## src/rtl/hasti_bus_decoder.sv

```systemverilog
// AHB-Lite (HASTI) single-master address decoder and data-phase response mux,
// with a built-in two-cycle ERROR default slave and an error counter that captures the address.
`timescale 1ns/1ps
module hasti_bus_decoder #(
    parameter int unsigned NUM_SLAVES    = 4,
    parameter int unsigned ADDR_WIDTH    = 32,
    parameter int unsigned DATA_WIDTH    = 32,
    parameter logic [NUM_SLAVES*ADDR_WIDTH-1:0] SLAVE_BASE = '0,
    parameter logic [NUM_SLAVES*ADDR_WIDTH-1:0] SLAVE_MASK = '0,
    parameter int unsigned ERR_CNT_WIDTH = 16
) (
    input  logic                             clk,
    input  logic                             reset,
    input  logic [ADDR_WIDTH-1:0]            haddr,
    input  logic [1:0]                       htrans,
    output logic                             hready,
    output logic [DATA_WIDTH-1:0]            hrdata,
    output logic                             hresp,
    output logic [NUM_SLAVES-1:0]            s_hsel,
    output logic                             s_hready,
    input  logic [NUM_SLAVES-1:0]            s_hreadyout,
    input  logic [NUM_SLAVES*DATA_WIDTH-1:0] s_hrdata,
    input  logic [NUM_SLAVES-1:0]            s_hresp,
    input  logic                             err_clear,
    output logic [ERR_CNT_WIDTH-1:0]         err_count,
    output logic [ADDR_WIDTH-1:0]            err_addr,
    output logic                             err_valid
);

    localparam int unsigned SEL_W = (NUM_SLAVES > 1) ? $clog2(NUM_SLAVES) : 1;

    typedef enum logic [1:0] {
        DS_IDLE,
        DS_ERR1,
        DS_ERR2
    } ds_state_e;

    // Address-phase decode
    logic                  dec_hit;
    logic [SEL_W-1:0]      dec_idx;
    logic [NUM_SLAVES-1:0] hsel_d;

    // NOTE: every signal assigned in an always_comb gets a default first so no latch is inferred.
    always_comb begin
        dec_hit = 1'b0;
        dec_idx = '0;
        hsel_d  = '0;
        // Scan from the top down so the lowest matching index is the last one written.
        for (int i = NUM_SLAVES - 1; i >= 0; i--) begin
            if ((haddr & SLAVE_MASK[i*ADDR_WIDTH +: ADDR_WIDTH]) == SLAVE_BASE[i*ADDR_WIDTH +: ADDR_WIDTH]) begin
                dec_hit   = 1'b1;
                dec_idx   = SEL_W'(i);
                hsel_d    = '0;
                hsel_d[i] = 1'b1;
            end
        end
    end

    assign s_hsel = hsel_d;

    // Data-phase state
    logic                     dsel_hit_q;
    logic [SEL_W-1:0]         dsel_idx_q;
    ds_state_e                state_q, state_d;
    logic [ERR_CNT_WIDTH-1:0] err_count_q;
    logic [ADDR_WIDTH-1:0]    err_addr_q;
    logic                     err_valid_q;

    logic                  slv_ready;
    logic                  slv_resp;
    logic [DATA_WIDTH-1:0] slv_rdata;

    always_comb begin
        slv_ready = 1'b1;
        slv_resp  = 1'b0;
        slv_rdata = '0;
        for (int i = 0; i < NUM_SLAVES; i++) begin
            if (dsel_idx_q == SEL_W'(i)) begin
                slv_ready = s_hreadyout[i];
                slv_resp  = s_hresp[i];
                slv_rdata = s_hrdata[i*DATA_WIDTH +: DATA_WIDTH];
            end
        end
    end

    assign hready   = dsel_hit_q ? slv_ready : (state_q != DS_ERR1);
    assign hresp    = dsel_hit_q ? slv_resp  : (state_q != DS_IDLE);
    assign hrdata   = dsel_hit_q ? slv_rdata : '0;
    assign s_hready = hready;

    // An unmapped NONSEQ/SEQ is only accepted when the bus is ready.
    logic err_start;
    logic err_event;

    assign err_start = hready & ~dec_hit & htrans[1];

    always_comb begin
        state_d = state_q;
        unique case (state_q)
            DS_IDLE: if (err_start) state_d = DS_ERR1;
            DS_ERR1: state_d = DS_ERR2;
            DS_ERR2: state_d = err_start ? DS_ERR1 : DS_IDLE;
            default: state_d = DS_IDLE;
        endcase
    end

    assign err_event = (state_d == DS_ERR1) && (state_q != DS_ERR1);

    // NOTE: sequential state uses non-blocking assignments so every register samples pre-edge values.
    always_ff @(posedge clk) begin
        if (reset) begin
            dsel_hit_q  <= 1'b0;
            dsel_idx_q  <= '0;
            state_q     <= DS_IDLE;
            err_count_q <= '0;
            err_addr_q  <= '0;
            err_valid_q <= 1'b0;
        end else begin
            state_q <= state_d;
            // A stalled data phase keeps its selection; the pending address phase waits.
            if (hready) begin
                dsel_hit_q <= dec_hit;
                dsel_idx_q <= dec_idx;
            end
            if (err_clear) begin
                err_count_q <= '0;
                err_valid_q <= 1'b0;
            end else if (err_event) begin
                err_addr_q  <= haddr;
                err_valid_q <= 1'b1;
                if (err_count_q != '1) err_count_q <= err_count_q + 1'b1;
            end
        end
    end

    assign err_count = err_count_q;
    assign err_addr  = err_addr_q;
    assign err_valid = err_valid_q;

    // htrans[0] (SEQ vs NONSEQ, IDLE vs BUSY) does not affect decoding.
    logic unused_htrans;
    assign unused_htrans = htrans[0];

endmodule

```

## config.mk

```make
export PLATFORM = sky130hd
export DESIGN_NAME = hasti_bus_decoder
export DESIGN_NICKNAME = d
export VERILOG_FILES = /design/src/rtl/hasti_bus_decoder.sv
export SDC_FILE = /design/constraint.sdc
export NUM_CORES = 1
export LEC_CHECK = 0
export ABC_AREA = 1
export BUFFER_PORTS_ARGS = -buffer_cell sky130_fd_sc_hd__buf_2
export CORE_AREA = 2 2 100 102
export CTS_CLUSTER_DIAMETER = 40
export DETAILED_ROUTE_END_ITERATION = 16
export DIE_AREA = 0 0 102 104
export PLACE_DENSITY = 0.54
export SLEW_MARGIN = 20
export SYNTH_ARGS = -nofsm -noshare
export SYNTH_HDL_FRONTEND = slang
export SYNTH_SLANG_ARGS = --single-unit
```

## constraint.sdc

```tcl
create_clock -name clk -period 1.49 [get_ports clk]
set_clock_uncertainty 0.05 [all_clocks]
set_input_delay 0.3725 -clock clk [delete_from_list [all_inputs] [get_ports clk]]
set_output_delay 0.3725 -clock clk [all_outputs]
set_load 0.02 [all_outputs]
```

==> results of run 1 <==
synth_stat cells:
master	number	area [um2]
nand2_1	39	146
buf_4	5	37.5
nor2_4	10	113
nand3_1	1	5.00
o21ai_0	1	5.00
nor2_1	40	150
clkbuf_1	4	15.0
buf_6	2	22.5
or2_1	1	6.26
conb_1	2	7.51
buf_12	1	20.0
dfxtp_1	52	1040
buf_2	3	15.0
inv_1	85	319
metal layers:
layer	share of wire (%)	vias up
li1	-	880
met1	42	731
met2	43	100
met3	14	7
met4	1.6	0
met5	0	-
power by group:
group / internal, mW / total [mW] / switching, mW
combinational: 0.187 / 0.407 / 0.220
sequential: 1.39 / 1.40 / 0.00836
clock: 0.381 / 0.847 / 0.466
worst max-delay path, cell delays in order, from the launching register on:
cell	delay (ps)
dfxtp_4	410
clkbuf_16	180
nand2_1	60
inv_1	60
buf_6	110
flip-flops by register name (all words and copies together) (netlist names):
name and cells:
dsel_hit_q 1, err_addr 32, err_count 16, err_valid 1
state_q 2
metrics by stage:
step,worst slack [ps],TNS (ps),cells
4_1_cts,-87.4,-1880,499
5_1_grt,-118,-3160,501
3_5_place_dp,127,0,491
3_3_place_gp,164,0,491
2_1_floorplan,94.0,0,249
6_report,-51.0,-1080,503
area by class of cell:
type                    instances  area, um2
clock buffers                   6       82.6
well taps                     133        166
inverters                      85        319
repair buffers                125        887
multi-input cells              97        458
fillers                      1021       6570
clock inverters                 2       13.8
flip-flops and latches         52       1050
diodes                          3       7.51
cells by family after synthesis:
logic type / count (synthesis) / share of synthesized area (%)
compound gates: 1 / 0.263
buf+inv: 100 / 22.6
flops: 52 / 54.7
other cells: 2 / 0.395
simple gates: 91 / 22.1
how the worst max path moves through the flow:
stage	startpoint	end	slack, ps
floorplan	dsel_hit_q	s_hready	90
global placement	dsel_hit_q	hresp	160
global route	dsel_hit_q	hrdata[16]	-120
detailed placement	dsel_hit_q	hresp	130
finish	dsel_hit_q	hrdata[15]	-50
CTS	dsel_hit_q	hrdata[13]	-90
what timing repair did:
item                       4_1_cts  5_1_grt
setup endpoints to repair       35       35
cloned                           0        1
setup buffers                    0        0
pin swaps                        1        2
hold buffers                     0        0
resized for setup               72       16
==> impl_metrics.tcl, run 1 <==
set metrics [dict create \
    status "complete, but fails checks" \
    violations "negative setup slack" \
    setup_viol 32 \
    maxCapViolations 0 \
    r2r_end "dsel_hit_q" \
    drc 0 \
    synth_cell_types 14 \
    rrSetupSlack_ps 720 \
    syn_area_mm2 0.00190 \
    nets 539 \
    vias_per_cell 3.42 \
    row_count 36 \
    grt_pass1_wl_mm 6.84 \
    path_max_fanout 16 \
    final.period_utilization_pct 103 \
    hold_path_depth 2 \
    grt_util_met1_pct 8.87 \
    cts_tree "done" \
    path_class "register to output pin" \
    grt_pass1_vias 1578 \
    grt_max_degree 33 \
    path_clk_slew_ps 90 \
    syn-mean-instance-area_um2 7.74 \
    wl_per_cell_um 9.54 \
    grtUsageMet2_pct 13.8 \
    antenna_found_initial 3 \
    dpl-instance-area_mm2 0.00261 \
    startpoint_type "register" \
    finalCriticalPeriod_ps 1540 \
    cts_buffers 5 \
    synthToLayoutAreaGrowth_pct 56.7 \
    die_w_um 102 \
    required_ps 1070 \
    ir_worst_vdd_mv 0.326 \
    route.vias.total 1718 \
    final_core_util_pct 31.2 \
    final_layout_size_suffix_gt1_share_pct 43.3 \
    min_from "err_addr[8]" \
    final-hold-violation-count 0 \
    holdWs_ps 371 \
    synthCells 246 \
    worstSkewPairLatency_ps 300 \
    end_kind "output pin" \
    fmax_mhz 649 \
    final_cell_mix "buf_2, inv_1, dfxtp_1, nor2_1" \
    worstPathArrival_ps 1120 \
    cts.htree.levels 2 \
    drtPass1Iterations 4 \
    rsz0062_at_grt "true" \
    power.density_mw_per_mm2 891 \
    grt.met3_usage_pct 4.17 \
    hp-class "register to register" \
    yosys_warnings 0 \
    grt_usage_pct 8.30 \
    final-max-slew-violation-count 0 \
    final_common_cell "buf_2" \
    ys_ff_latch 52 \
    ios 261 \
    power_mw 2.66 \
    drtAntennaViolNets 0 \
    wl_mm 4.80 \
    clock_sinks 52 \
    p_leak_nw 1.61 \
    ys_seq_area_share_pct 54.7 \
    coreArea_mm2 0.00955 \
    die-height_um 104 \
    place_congestion 0.684 \
    io_buffers 120 \
    top_usage_layer "met2" \
    min_to "err_addr[8]" \
    initial_utilization_pct 19.9 \
    timing.rr.start "dsel_hit_q" \
    fin_ws_ps -51.0 \
    place_hpwl_mm 3.65 \
    overflow 0 \
    clock_path_buffers 2 \
    cts-root-buf "clkbuf_8" \
    stdcell_area_mm2 0.00298 \
    drt_iter0_markers 35 \
    reg2reg_depth 4 \
    dieArea_mm2 0.0106 \
]
No activity file was read; power rests on OpenSTA's default activity.
==> run 2: changes to the inputs <==
==> constraint.sdc (replaced) <==
create_clock -name clk -period 1.49 [get_ports clk]
set_clock_uncertainty 0.05 [all_clocks]
set_input_delay 0.0745 -clock clk [delete_from_list [all_inputs] [get_ports clk]]
set_output_delay 0.0745 -clock clk [all_outputs]
set_load 0.02 [all_outputs]
==> run 2 against run 1 <==
Effect of this change: hold slack worse by 300 ps; first-iteration DRC count up 34%; the run now ends clean; sequential cell count unchanged; core utilization down 2.6 points; largest cell class unchanged; clock-buffer cell count up 1; cell count down 0.40%; routed wire length down 7.1%; non-clock buffer count down 2; critical endpoint is now hrdata[13]; sequential power about the same; via count down 3.3%; combinational power down 26%; die area unchanged.
==> impl_metrics.tcl, run 2 (synthesized netlist as in run 1, its figures left out) <==
set metrics [dict create \
    status "finished, final reports clean" \
    path_class "register to output pin" \
    p_comb_share_pct 11.1 \
    cts.htree.levels 2 \
    cts_buffers 5 \
    antenna_found_initial 3 \
    pwr-share-seq_pct 51.2 \
    clock_sinks 52 \
    final.period_utilization_pct 92.4 \
    grt_max_degree 33 \
    setup_viol 0 \
    io_buffers 120 \
    p_int_mw 2.09 \
    p_sw_mw 0.640 \
    fmax_mhz 726 \
    overflow 0 \
    rsz0062_at_grt "false" \
    switching_share_pct 23.5 \
    dp.cells 490 \
    finalCriticalPeriod_ps 1380 \
    final_layout_size_suffix_gt1_share_pct 38.6 \
    die_w_um 102 \
    cts_tree "done" \
    worstSkewPairLatency_ps 300 \
    row_count 36 \
    place_ws_ps 333 \
    p_leak_nw 1.57 \
    stdcell_area_mm2 0.00274 \
    maxCapViolations 0 \
    hp-class "input pin to register" \
    end_kind "output pin" \
    startpoint_type "register" \
    cts-root-buf "clkbuf_8" \
    route.vias.total 1662 \
    final-hold-violation-count 0 \
    ios 261 \
    vias_per_cell 3.32 \
    nets 537 \
    cts_resized 1 \
    largest_reg_flops 32 \
    grt_usage_pct 8.03 \
    power_mw 2.73 \
    grt_pass1_vias 1432 \
    clock_path_buffers 2 \
    drt_iter0_markers 47 \
    fin_ws_ps 113 \
    place_hpwl_mm 3.51 \
    grt_pass1_wl_mm 6.56 \
    wl_mm 4.46 \
    required_ps 1370 \
    synthToLayoutAreaGrowth_pct 43.7 \
    final_cell_mix "buf_2, inv_1, dfxtp_1, nor2_1, nand2_1" \
    drc 0 \
    final-max-slew-violation-count 0 \
    die-height_um 104 \
    coreArea_mm2 0.00955 \
    final_cells 501 \
    clkPwrFrac_pct 37.7 \
    dpl-instance-area_mm2 0.00259 \
    final_common_cell "buf_2" \
    ir_worst_vdd_mv 0.429 \
    worstPathArrival_ps 1250 \
    fin_setup_tns_ps 0 \
    power.density_mw_per_mm2 997 \
    wl_per_cell_um 8.90 \
    initial_utilization_pct 19.9 \
    path_clk_slew_ps 90 \
    drtAntennaViolNets 0 \
    path_max_fanout 32 \
    post_cts_buffers 0 \
    cts-hold-fix-buffers 0 \
    place_congestion 0.687 \
    dieArea_mm2 0.0106 \
    drtPass1Iterations 4 \
]
[run 2: cell count changes in the layout (fill, tap and decap cells not counted), moves of 2 or more]
cell | previous run | this run
buf_2 | 85 | 120
dfxtp_2 | 2 | 0
nand2_2 | 4 | 0
nand2_1 | 35 | 39
dfxtp_1 | 49 | 52
buf_6 | 35 | 0
inv_1 | 77 | 85
inv_2 | 8 | 0
[run 2: through the flow]
stage	utilization (%)	hold slack, ps
after floorplan	-	201
after global placement	27.2	357
after detailed placement	27.2	358
after CTS	28.5	70.3
after global routing	28.6	76.6
final	28.6	71.8
[run 2: routing by layer]
metal,vias to the layer above,wire length (um),track usage (%)
li1,873,-,-
met1,685,1920,9.04
met2,100,1780,12.2
met3,4,703,5.17
met4,0,51,2.86
met5,-,0,0
[run 2: layout make-up]
cell class | count | area (um2)
Antenna cell | 3 | 7.51
Clock buffer | 7 | 96.3
Clock inverter | 1 | 30.0
Fill cell | 1045 | 6810
Inverter | 85 | 319
Multi-Input combinational cell | 97 | 444
Sequential cell | 52 | 1040
Tap cell | 133 | 166
Timing Repair Buffer | 123 | 631
[run 2: worst paths after layout]
| path | start | to | slack, ps | cells past startpoint |
|---|---|---|---|---|
| setup / recovery | dsel_hit_q | hrdata[13] | 110 | 4 |
| setup reg to reg | dsel_hit_q | dsel_hit_q | 720 | 4 |
| hold reg to reg | err_addr[24] | err_addr[24] | 370 | 2 |
| hold / removal | reset | err_addr[5] | 70 | 2 |
[run 2: worst max-delay path, cell delays in order, from the launching register on]
cell and delay (ps):
dfxtp_1 420, buf_8 220, nand2_1 100, inv_1 60, buf_2 150
[run 2: power by group through the flow]
stage / clock network (mW) / logic, mW / registers [mW]
after floorplan: 0 / 0.202 / 1.43
after global placement: 0 / 0.300 / 1.43
after detailed placement: 0 / 0.304 / 1.43
after CTS: 1.08 / 0.306 / 1.40
after global routing: 1.15 / 0.334 / 1.40
final: 1.03 / 0.302 / 1.40
==> run 3: changes to the inputs <==
==> constraint.sdc (replaced) <==
create_clock -name clk -period 1.49 [get_ports clk]
set_clock_uncertainty 0.05 [all_clocks]
set_input_delay 0.149 -clock clk [delete_from_list [all_inputs] [get_ports clk]]
set_output_delay 0.149 -clock clk [all_outputs]
set_load 0.02 [all_outputs]
==> run 3 against run 2 <==
Effect of this change: register-to-register slack better by 40 ps; sequential power about the same; power down 9.3%; first-iteration DRC count down 11%; largest cell class unchanged; setup slack worse by 1.6 ps; non-clock buffer count up 1; hold slack better by 100 ps; maximum frequency down 0.11%; combinational power about the same; sequential share of layout area up 0.50 points.
==> impl_metrics.tcl, run 3 (synthesized netlist as in run 1, its figures left out) <==
set metrics [dict create \
    route.met3.wl_um 653 \
    clock_path_buffers 2 \
    clkPwrFrac_pct 31.3 \
    path_cells "buf_8, nand2_1, inv_1, buf_2" \
    synthToLayoutAreaGrowth_pct 42.0 \
    stdcell_area_mm2 0.00270 \
    final_core_util_pct 28.3 \
    hp-class "input pin to register" \
    worst_path_largest_cell_delay_ps 370 \
    worstPathArrival_ps 1180 \
    maxCapViolations 0 \
    cts_buffers 5 \
    end_kind "output pin" \
    nets 538 \
    drc 0 \
    cts-root-buf "clkbuf_8" \
    cts.htree.levels 2 \
    initial_utilization_pct 19.9 \
    drtPass1Iterations 4 \
    fillers 1042 \
    p_int_mw 1.83 \
    fin_setup_tns_ps 0 \
    path_buf_inv 3 \
    rsz0062_at_grt "false" \
    die-height_um 104 \
    drtAntennaViolNets 0 \
    startpoint_type "register" \
    grt_pass1_vias 1547 \
    cp_slowest_cell "dfxtp_2" \
    wl_met1_mm 1.88 \
    final-max-slew-violation-count 0 \
    wl_per_cell_um 8.81 \
    holdWs_ps 176 \
    final-hold-violation-count 0 \
    highest_layer "met4" \
    p_sw_mw 0.640 \
    vias_per_cell 3.37 \
    dieArea_mm2 0.0106 \
    path_max_fanout 32 \
    largest_reg_flops 32 \
    final_common_cell "buf_2" \
    coreArea_mm2 0.00955 \
    worstSkewPairLatency_ps 300 \
    wl_mm 4.42 \
    antenna_found_initial 3 \
    switching_share_pct 25.9 \
    path_clk_slew_ps 90 \
    ir_worst_vdd_mv 0.336 \
    place_hpwl_mm 3.60 \
    dpl-instance-area_mm2 0.00260 \
    path_class "register to output pin" \
    final_layout_size_suffix_gt1_share_pct 38.5 \
    fmax_mhz 725 \
    finalCriticalPeriod_ps 1380 \
    critPathTopFamily "buffers and inverters" \
    pwr-share-seq_pct 56.5 \
    final.period_utilization_pct 92.5 \
    cts_tree "done" \
    ios 261 \
    p_leak_nw 1.56 \
    required_ps 1290 \
    setup_viol 0 \
    io_buffers 120 \
    grt_max_degree 33 \
    final_cell_mix "buf_2, inv_1, dfxtp_1, nor2_1, nand2_1" \
    route.vias.total 1691 \
    status "finished, final reports clean" \
    die_w_um 102 \
    row_count 36 \
    wl_met2_mm 1.83 \
    p_comb_share_pct 12.2 \
    power.density_mw_per_mm2 916 \
    grt_pass1_wl_mm 6.55 \
    clock_sinks 52 \
    overflow 0 \
    drt_iter0_markers 42 \
    grt_usage_pct 7.86 \
    place_congestion 0.682 \
]
==> run 3: cell types whose count changed in the layout (fill, tap and decap cells not counted) <==
cell       before  now
dfxtp_1        52   51
dfxtp_2         0    1
clkinv_4        0    1
clkbuf_1        0    2
bufinv_16       1    0
clkbuf_8        7    5
buf_4           2    3
==> run 3: worst paths after layout <==
path / end / depth (start not counted) / slack [ps] / start
worst max register to register: dsel_hit_q / 4 / 760 / dsel_hit_q
worst min register to register: err_addr[24] / 2 / 370 / err_addr[24]
worst max-delay path: hrdata[18] / 4 / 110 / dsel_hit_q
worst min-delay path: err_addr[12] / 3 / 180 / reset
==> run 3: power by group through the flow <==
stage	logic [mW]	registers, mW	clock network, mW
3_5_place_dp	0.305	1.43	0
2_1_floorplan	0.202	1.43	0
4_1_cts	0.307	1.40	0.813
5_1_grt	0.336	1.40	0.873
6_report	0.302	1.40	0.774
3_3_place_gp	0.302	1.43	0
==> run 3: through the flow <==
step           total power [mW]  cells  worst slack (ps)
2_1_floorplan              1.63    249               317
3_3_place_gp               1.73    491               290
6_report                   2.47    502               111
3_5_place_dp               1.74    491               264
4_1_cts                    2.52    499              12.5
5_1_grt                    2.61    500              1.06
==> run 3: per-layer routing <==
layer  vias to the layer above  global-route usage (%)
met5                         -                       0
met4                         0                    3.24
met3                         6                    4.23
met2                       101                    13.0
met1                       707                    8.18
li1                        877                       -
==> run 3: tightest hold or removal path: cells and delay by family <==
kind | cells | cell delay [ps]
AND/OR/NAND/NOR | 1 | 60
buffers and inverters | 2 | 290
==> run 3: layout make-up <==
type,count,area [um2],area share [%]
clock buffer,7,76.3,2.82
tap,133,166,6.16
antenna,3,7.51,0.278
clock inverter,1,8.76,0.324
multi-input combinational,97,444,16.4
inverter,85,319,11.8
sequential,52,1040,38.6
timing repair buffer,124,638,23.6
==> run 3: repair_timing <==
action                     4_1_cts  5_1_grt
setup buffers                    0        0
setup endpoints to repair       23       30
resized for setup                1        2
hold buffers                     0        0
